--- src/rtl/decode_stage.sv ---
// decode_stage: RV32I decode for OP-IMM, OP and LUI. Has a valid/ready handshake
// on both sides, a 2-entry in-order output buffer, and a pending-write scoreboard.
// The scoreboard stalls read-after-write hazards until the write is retired.

package decode_pkg;
    typedef enum logic [3:0] {
        ALU_NONE = 4'd0,
        ALU_ADD,
        ALU_SUB,
        ALU_SLL,
        ALU_SLT,
        ALU_SLTU,
        ALU_XOR,
        ALU_SRL,
        ALU_SRA,
        ALU_OR,
        ALU_AND
    } alu_command_t;
endpackage

module decode_stage
    import decode_pkg::*;
#(
    parameter int XLEN      = 32,
    parameter int NUM_REGS  = 32,
    parameter int EN_RTYPE  = 1,
    parameter int EN_SHIFTS = 1,
    localparam int RA_W     = $clog2(NUM_REGS)
) (
    input  logic            clk,
    input  logic            reset_n,
    input  logic            in_valid_i,
    output logic            in_ready_o,
    input  logic [31:0]     in_inst_i,
    output logic            out_valid_o,
    input  logic            out_ready_i,
    output logic [RA_W-1:0] out_rs1_addr_o,
    output logic [RA_W-1:0] out_rs2_addr_o,
    output logic [RA_W-1:0] out_rd_addr_o,
    output logic            out_rs1_en_o,
    output logic            out_rs2_en_o,
    output logic            out_rd_en_o,
    output logic            out_imm_sel_o,
    output logic [XLEN-1:0] out_imm_o,
    output alu_command_t    out_alu_op_o,
    output logic            out_illegal_o,
    input  logic            wb_valid_i,
    input  logic [RA_W-1:0] wb_addr_i,
    input  logic            flush_i
);

    localparam logic [6:0] OPC_OPIMM = 7'b0010011;
    localparam logic [6:0] OPC_OP    = 7'b0110011;
    localparam logic [6:0] OPC_LUI   = 7'b0110111;
    localparam logic [6:0] F7_ALT    = 7'b0100000;
    localparam bit         SH_OK     = (EN_SHIFTS != 0);
    localparam bit         RT_OK     = (EN_RTYPE != 0);

    typedef struct packed {
        logic            illegal;
        logic            rs1_en;
        logic            rs2_en;
        logic            rd_en;
        logic            imm_sel;
        logic [RA_W-1:0] rs1;
        logic [RA_W-1:0] rs2;
        logic [RA_W-1:0] rd;
        logic [XLEN-1:0] imm;
        alu_command_t    op;
    } entry_t;

    logic [6:0] opc, f7;
    logic [2:0] f3;
    assign opc = in_inst_i[6:0];
    assign f3  = in_inst_i[14:12];
    assign f7  = in_inst_i[31:25];

    // Common funct3 -> ALU mapping shared by OP-IMM and OP (funct7 = 0 form)
    function automatic alu_command_t base_op(input logic [2:0] fn3);
        alu_command_t r;
        case (fn3)
            3'b000:  r = ALU_ADD;
            3'b001:  r = ALU_SLL;
            3'b010:  r = ALU_SLT;
            3'b011:  r = ALU_SLTU;
            3'b100:  r = ALU_XOR;
            3'b101:  r = ALU_SRL;
            3'b110:  r = ALU_OR;
            default: r = ALU_AND;
        endcase
        return r;
    endfunction

    entry_t dec;

    // Decode the presented instruction word. Unused register addresses are left at 0.
    always_comb begin
        dec         = '0;
        dec.op      = ALU_NONE;
        dec.illegal = 1'b1;
        case (opc)
            OPC_OPIMM: begin
                dec.illegal = 1'b0;
                dec.rs1_en  = 1'b1;
                dec.rd_en   = 1'b1;
                dec.imm_sel = 1'b1;
                dec.rs1     = in_inst_i[15 +: RA_W];
                dec.rd      = in_inst_i[7 +: RA_W];
                dec.imm     = XLEN'($signed(in_inst_i[31:20]));
                dec.op      = base_op(f3);
                if (f3 == 3'b001) begin
                    dec.illegal = !(SH_OK && f7 == 7'd0);
                end else if (f3 == 3'b101) begin
                    dec.op      = (f7 == F7_ALT) ? ALU_SRA : ALU_SRL;
                    dec.imm     = XLEN'(in_inst_i[24:20]);
                    dec.illegal = !(SH_OK && (f7 == 7'd0 || f7 == F7_ALT));
                end
            end
            OPC_OP: begin
                dec.illegal = !RT_OK;
                dec.rs1_en  = 1'b1;
                dec.rs2_en  = 1'b1;
                dec.rd_en   = 1'b1;
                dec.rs1     = in_inst_i[15 +: RA_W];
                dec.rs2     = in_inst_i[20 +: RA_W];
                dec.rd      = in_inst_i[7 +: RA_W];
                if (f7 == 7'd0) begin
                    dec.op = base_op(f3);
                    if (f3 == 3'b001 || f3 == 3'b101)
                        dec.illegal = dec.illegal || !SH_OK;
                end else if (f7 == F7_ALT && f3 == 3'b000) begin
                    dec.op = ALU_SUB;
                end else if (f7 == F7_ALT && f3 == 3'b101) begin
                    dec.op      = ALU_SRA;
                    dec.illegal = dec.illegal || !SH_OK;
                end else begin
                    dec.illegal = 1'b1;
                end
            end
            OPC_LUI: begin
                dec.illegal = 1'b0;
                dec.rs1_en  = 1'b1;
                dec.rd_en   = 1'b1;
                dec.imm_sel = 1'b1;
                dec.rd      = in_inst_i[7 +: RA_W];
                dec.imm     = XLEN'($signed({in_inst_i[31:12], 12'b0}));
                dec.op      = ALU_ADD;
            end
            default: ;
        endcase
        // Illegal encodings carry no side effects downstream
        if (dec.illegal) begin
            dec         = '0;
            dec.op      = ALU_NONE;
            dec.illegal = 1'b1;
        end
    end

    entry_t                buf_q [2];
    entry_t                buf_d [2];
    logic [1:0]            count_q, count_d;
    logic [NUM_REGS-1:0]   sb_q, sb_d, sb_eff;
    logic                  hazard, rs1_busy, rs2_busy, issue, accept;

    // Hazard check. A writeback in this cycle already releases its register,
    // so the dependent instruction is accepted in the same cycle.
    always_comb begin
        sb_eff = sb_q;
        if (wb_valid_i) sb_eff[wb_addr_i] = 1'b0;
        rs1_busy = sb_eff[dec.rs1]
                || (count_q != 2'd0 && buf_q[0].rd_en && buf_q[0].rd == dec.rs1)
                || (count_q == 2'd2 && buf_q[1].rd_en && buf_q[1].rd == dec.rs1);
        rs2_busy = sb_eff[dec.rs2]
                || (count_q != 2'd0 && buf_q[0].rd_en && buf_q[0].rd == dec.rs2)
                || (count_q == 2'd2 && buf_q[1].rd_en && buf_q[1].rd == dec.rs2);
        hazard = (dec.rs1_en && dec.rs1 != '0 && rs1_busy)
              || (dec.rs2_en && dec.rs2 != '0 && rs2_busy);
    end

    assign out_valid_o = (count_q != 2'd0);
    assign in_ready_o  = (count_q != 2'd2) && !hazard && !flush_i;
    assign accept      = in_valid_i && in_ready_o;
    // A flushed head is discarded, not issued, so it never reaches the scoreboard
    assign issue       = out_valid_o && out_ready_i && !flush_i;

    // Next state of the FIFO and scoreboard. Entry 0 is always the head.
    always_comb begin
        buf_d   = buf_q;
        count_d = count_q;
        sb_d    = sb_q;
        if (flush_i) begin
            count_d = 2'd0;
        end else begin
            if (issue) buf_d[0] = buf_q[1];
            if (accept) begin
                if ((count_q - {1'b0, issue}) == 2'd0) buf_d[0] = dec;
                else                                   buf_d[1] = dec;
            end
            count_d = count_q + {1'b0, accept} - {1'b0, issue};
        end
        if (wb_valid_i) sb_d[wb_addr_i] = 1'b0;
        if (issue && buf_q[0].rd_en && buf_q[0].rd != '0) sb_d[buf_q[0].rd] = 1'b1;
        sb_d[0] = 1'b0;
    end

    // State registers; reset clears everything, including the head fields
    always_ff @(posedge clk) begin
        if (!reset_n) begin
            count_q  <= 2'd0;
            sb_q     <= '0;
            buf_q[0] <= '0;
            buf_q[1] <= '0;
        end else begin
            count_q  <= count_d;
            sb_q     <= sb_d;
            buf_q[0] <= buf_d[0];
            buf_q[1] <= buf_d[1];
        end
    end

    assign out_rs1_addr_o = buf_q[0].rs1;
    assign out_rs2_addr_o = buf_q[0].rs2;
    assign out_rd_addr_o  = buf_q[0].rd;
    assign out_rs1_en_o   = buf_q[0].rs1_en;
    assign out_rs2_en_o   = buf_q[0].rs2_en;
    assign out_rd_en_o    = buf_q[0].rd_en;
    assign out_imm_sel_o  = buf_q[0].imm_sel;
    assign out_imm_o      = buf_q[0].imm;
    assign out_alu_op_o   = buf_q[0].op;
    assign out_illegal_o  = buf_q[0].illegal;

endmodule

--- config.mk ---
export PLATFORM = sky130hd
export DESIGN_NAME = decode_stage
export DESIGN_NICKNAME = d
export VERILOG_FILES = /design/src/rtl/decode_stage.sv
export SDC_FILE = /design/constraint.sdc
export NUM_CORES = 1
export LEC_CHECK = 0
export CAP_MARGIN = 20
export CORE_MARGIN = 2
export CORE_UTILIZATION = 55
export CTS_CLUSTER_DIAMETER = 60
export DETAILED_ROUTE_END_ITERATION = 8
export PLACE_DENSITY = 0.81
export RECOVER_POWER = 100
export REMOVE_ABC_BUFFERS = 1
export SYNTH_ARGS = -nofsm -noshare
export SYNTH_HDL_FRONTEND = slang
export SYNTH_SLANG_ARGS = --single-unit
--- constraint.sdc ---
create_clock -name clk -period 6.1 [get_ports clk]
set_input_delay 1.525 -clock clk [delete_from_list [all_inputs] [get_ports clk]]
set_output_delay 1.525 -clock clk [all_outputs]
set_load 0.02 [all_outputs]
==> flow_summary_export.csv <==
group,metric,value,unit
logic_synthesis,synthArstFlopShare,0,%
clocking,clock-sinks,144,
floorplan,die-area,16830,sq um
floorplan,fp.dieW,129.7,microns
worst_setup_path,rr_startpoint,"out_rd_addr_o[4]",
sta,maxSlewHeadroom,-76.88,%
logic_synthesis,synthCells,1013,
logic_synthesis,yosysTopAreaCell,"dfxtp_1",
clocking,htree_levels,4,
detailed_routing,viasPerCell,6.136,
sta,skew,0.01147,ns
logic_synthesis,synthTopCellsByArea,"dfxtp_1 33%, mux2i_1 8.3%, buf_4 5.3%, o211a_1 4.6%, mux2_2 4.3%",
worst_setup_path,start_kind,"input port",
worst_setup_path,crit_arrival,4.50,ns
logic_synthesis,ys_seq_elements,144,
logic_synthesis,synth-compound-area-share,21.31,%
job,maxCapViolCount,2,
placement,place_hpwl,18340,microns
layout,nets,1164,
logic_synthesis,netlist_top_cells_count,"144 x dfxtp_1, 91 x nand2_1, 72 x mux2i_1",
pwr,p_leak,4.444,nW
global_route,grt_use_total,31.94,%
layout,area_delta_synth_final,24.20,%
layout,design_area,10800,sq um
detailed_routing,firstDrtPassIters,5,
detailed_routing,first_iter_violations,725,
logic_synthesis,synth_ff_type,"dfxtp_1",
logic_synthesis,synth-xor-area-share,1.511,%
detailed_routing,wl,26360,microns
logic_synthesis,synthAdderAreaFrac,0.2878,%
clocking,cts-root-buf,"clkbuf_16",
clocking,tritoncts,"built",
worst_setup_path,crit_path_end_kind,"output port",
sta,finalHoldViolCount,0,
logic_synthesis,avgSynthCellArea,8.584,sq um
detailed_routing,ant_nets,0,
sta,worstMarginPinSlew,2.643,ns
layout,antennaDiodeCount,0,
global_route,grt_pass1_vias,7843,
logic_synthesis,ys_seq_area_share,33.15,%
sta,finalSetupViolCount,0,
worst_setup_path,ff2ff_setup_slack,1.91,ns
floorplan,initial_utilization,56.78,%
placement,port_buffers,100,
worst_setup_path,rr_worst_depth,13,
worst_setup_path,r2r_end,"out_imm_o[0]",
clocking,path_clk_slew,0.06,ns
outcome,status,"finished, violations left",
detailed_routing,detailroute.via_count,8234,
clocking,cts_buffer_depth,2,
pwr,powerDensity,220.5,nW/um^2
detailed_routing,routedWlPerCell,19.64,microns
hold_path,hold_class,"flip-flop to flip-flop",
logic_synthesis,synth_edf_count,0,
worst_setup_path,worst-setup-path-type,"input port to output port",
logic_synthesis,yosys.area_share.simple,20.62,%
logic_synthesis,synth_top_family_by_area,"compound AO/OA/AOI/OAI gates",
sta,fmax,165.9,MHz
floorplan,rows,45,
worst_setup_path,critPathLaunch,"in_inst_i[3]",
clocking,cts_made_buffers,17,
worst_setup_path,cp_data_required_time,4.58,ns
global_route,grt_max_degree,95,
layout,drive_above_1_share,18.39,%
logic_synthesis,synth.distinct_cells,74,
worst_setup_path,endpoint,"in_ready_o",
floorplan,coreArea,15310,sq um
sta,min_period,6.027,ns
outcome,violations,"max-capacitance violations, max-slew violations",
global_route,grt_pass1_wl,41980,microns
sta,rsz0062_at_grt,"false",
layout,fillers,1222,
logic_synthesis,ys_warn_count,0,
sta,fin_crit_sh,98.81,%
logic_synthesis,synth_top_area_share,33.15,%
placement,place_area,10140,sq um
placement,gp_congestion,1.030,
detailed_routing,remaining_drc_errors,0,
logic_synthesis,synth_mux_area_share,13.34,%
sta,setup_tns,0,ns
logic_synthesis,synthMostInstantiatedCell,"dfxtp_1",
clocking,clkLatencyLatePin,0.43,ns
sta,worst_slack,0.07287,ns
floorplan,fp.dieH,129.7,microns
pwr,irDropWorstVdd,229.3,uV
placement,dp_slack,-0.2506,ns
floorplan,ios,101,
sta,maxSlewViolCount,119,
worst_setup_path,path_max_fanout,5,
global_route,grt-ovfl-total,0,
logic_synthesis,netlist_area,8696,sq um
global_route,antenna_found_initial,0,
-- layer usage --
metal / global-route usage [%] / vias up / share of wire, %
met2: 51.22 / 375 / 46
met1: 42.90 / 3972 / 44
met5: 0 / - / 0
met4: 10.18 / 0 / 2.4
met3: 7.339 / 52 / 7.5
li1: - / 3835 / -
-- timing repair --
item | CTS | global route
hold buffers | 0 | 0
pin swaps | 0 | 2
setup buffers | 0 | 2
endpoints found under the setup margin | 1 | 1
gates resized for setup | 3 | 6
-- state kept, by name (all words and copies together), names as in the netlist --
register / count
sb_q: 31
buf_q: 55
out_alu_op_o: 4
out_imm_o: 32
out_rs1_addr_o: 5
out_rs2_addr_o: 5
out_rs2_en_o: 1
out_rd_addr_o: 5
out_rs1_en_o: 1
out_illegal_o: 1
out_imm_sel_o: 1
out_rd_en_o: 1
count_q: 2
-- cell usage in the layout (no fill, tap or decap), types with 5 or more instances in the layout --
master,instances
o211a_1,40
o211ai_1,6
a22o_1,20
xor2_1,6
bufinv_16,5
and2_1,12
nor2b_1,14
inv_1,17
clkbuf_16,17
nand2_1,91
a21oi_1,30
nand3b_1,5
nand3_1,48
mux2i_1,72
nor3_1,14
and2_0,32
nand2b_1,28
clkbuf_1,5
a31oi_1,7
o21ai_0,73
nor2_1,34
a21boi_0,19
mux2_2,32
nand4_1,12
xnor2_1,9
o21a_1,11
dfxtp_1,144
clkdlybuf4s50_1,40
buf_4,117
dlygate4sd3_1,58
-- critical path: stages --
cell,delay [ns]
clkdlybuf4s50_1,0.49
and4bb_1,0.37
and2_0,0.14
buf_4,0.13
nand4_2,0.22
buf_4,0.24
mux2i_1,0.22
a221oi_1,0.13
a31oi_1,0.13
and3_1,0.24
nor3b_2,0.29
clkdlybuf4s15_1,0.35
-- report_power, final --
group          total, mW  leakage, nW  switching (mW)  internal [mW]
clock network       1.17        0.314           0.410          0.760
registers          0.961         1.16         0.00741          0.954
logic              0.251         2.97           0.140          0.111
total               2.38         4.44           0.558           1.82
-- how the worst min path moves through the flow --
| stage | start | end | cells past startpoint |
|---|---|---|---|
| 3_3_place_gp | buf_q[50] | buf_q[50] | 2 |
| 3_5_place_dp | buf_q[5] | buf_q[5] | 2 |
| 4_1_cts | buf_q[50] | buf_q[50] | 2 |
| 2_1_floorplan | buf_q[10] | buf_q[10] | 2 |
| 5_1_grt | buf_q[49] | buf_q[49] | 2 |
| 6_report | buf_q[49] | buf_q[49] | 2 |
-- cell families after synthesis --
kind of cell               count (synthesis)
DFF                                      144
adders and majority gates                  2
xor gates and xnor gates                  15
AOI/OAI and AO/OA                        259
muxes                                    108
buffers and inverters                    154
and+or+nand+nor                          331
-- per-stage QoR --
step / utilization [%] / total power, mW / hold slack, ns / std cells
final: 70.52 / 2.382 / 0.4727 / 1342
after global routing: 70.52 / 2.447 / 0.4915 / 1342
after CTS: 70.56 / 2.387 / 0.4688 / 1340
after detailed placement: 66.23 / 1.232 / 0.4596 / 1309
after global placement: 66.23 / 1.229 / 0.4536 / 1309
after floorplan: - / 1.089 / 0.4447 / 876
-- layout make-up --
class	instances	area [sq um]	area share, %
Clock inverter	8	175.2	1.622
Multi-Input combinational cell	715	4994	46.23
Tap cell	211	264.0	2.444
Inverter	17	63.81	0.5908
Timing Repair Buffer	224	1943	17.99
Sequential cell	144	2883	26.69
Clock buffer	23	478.0	4.425
(Power assumes the default switching activity.)
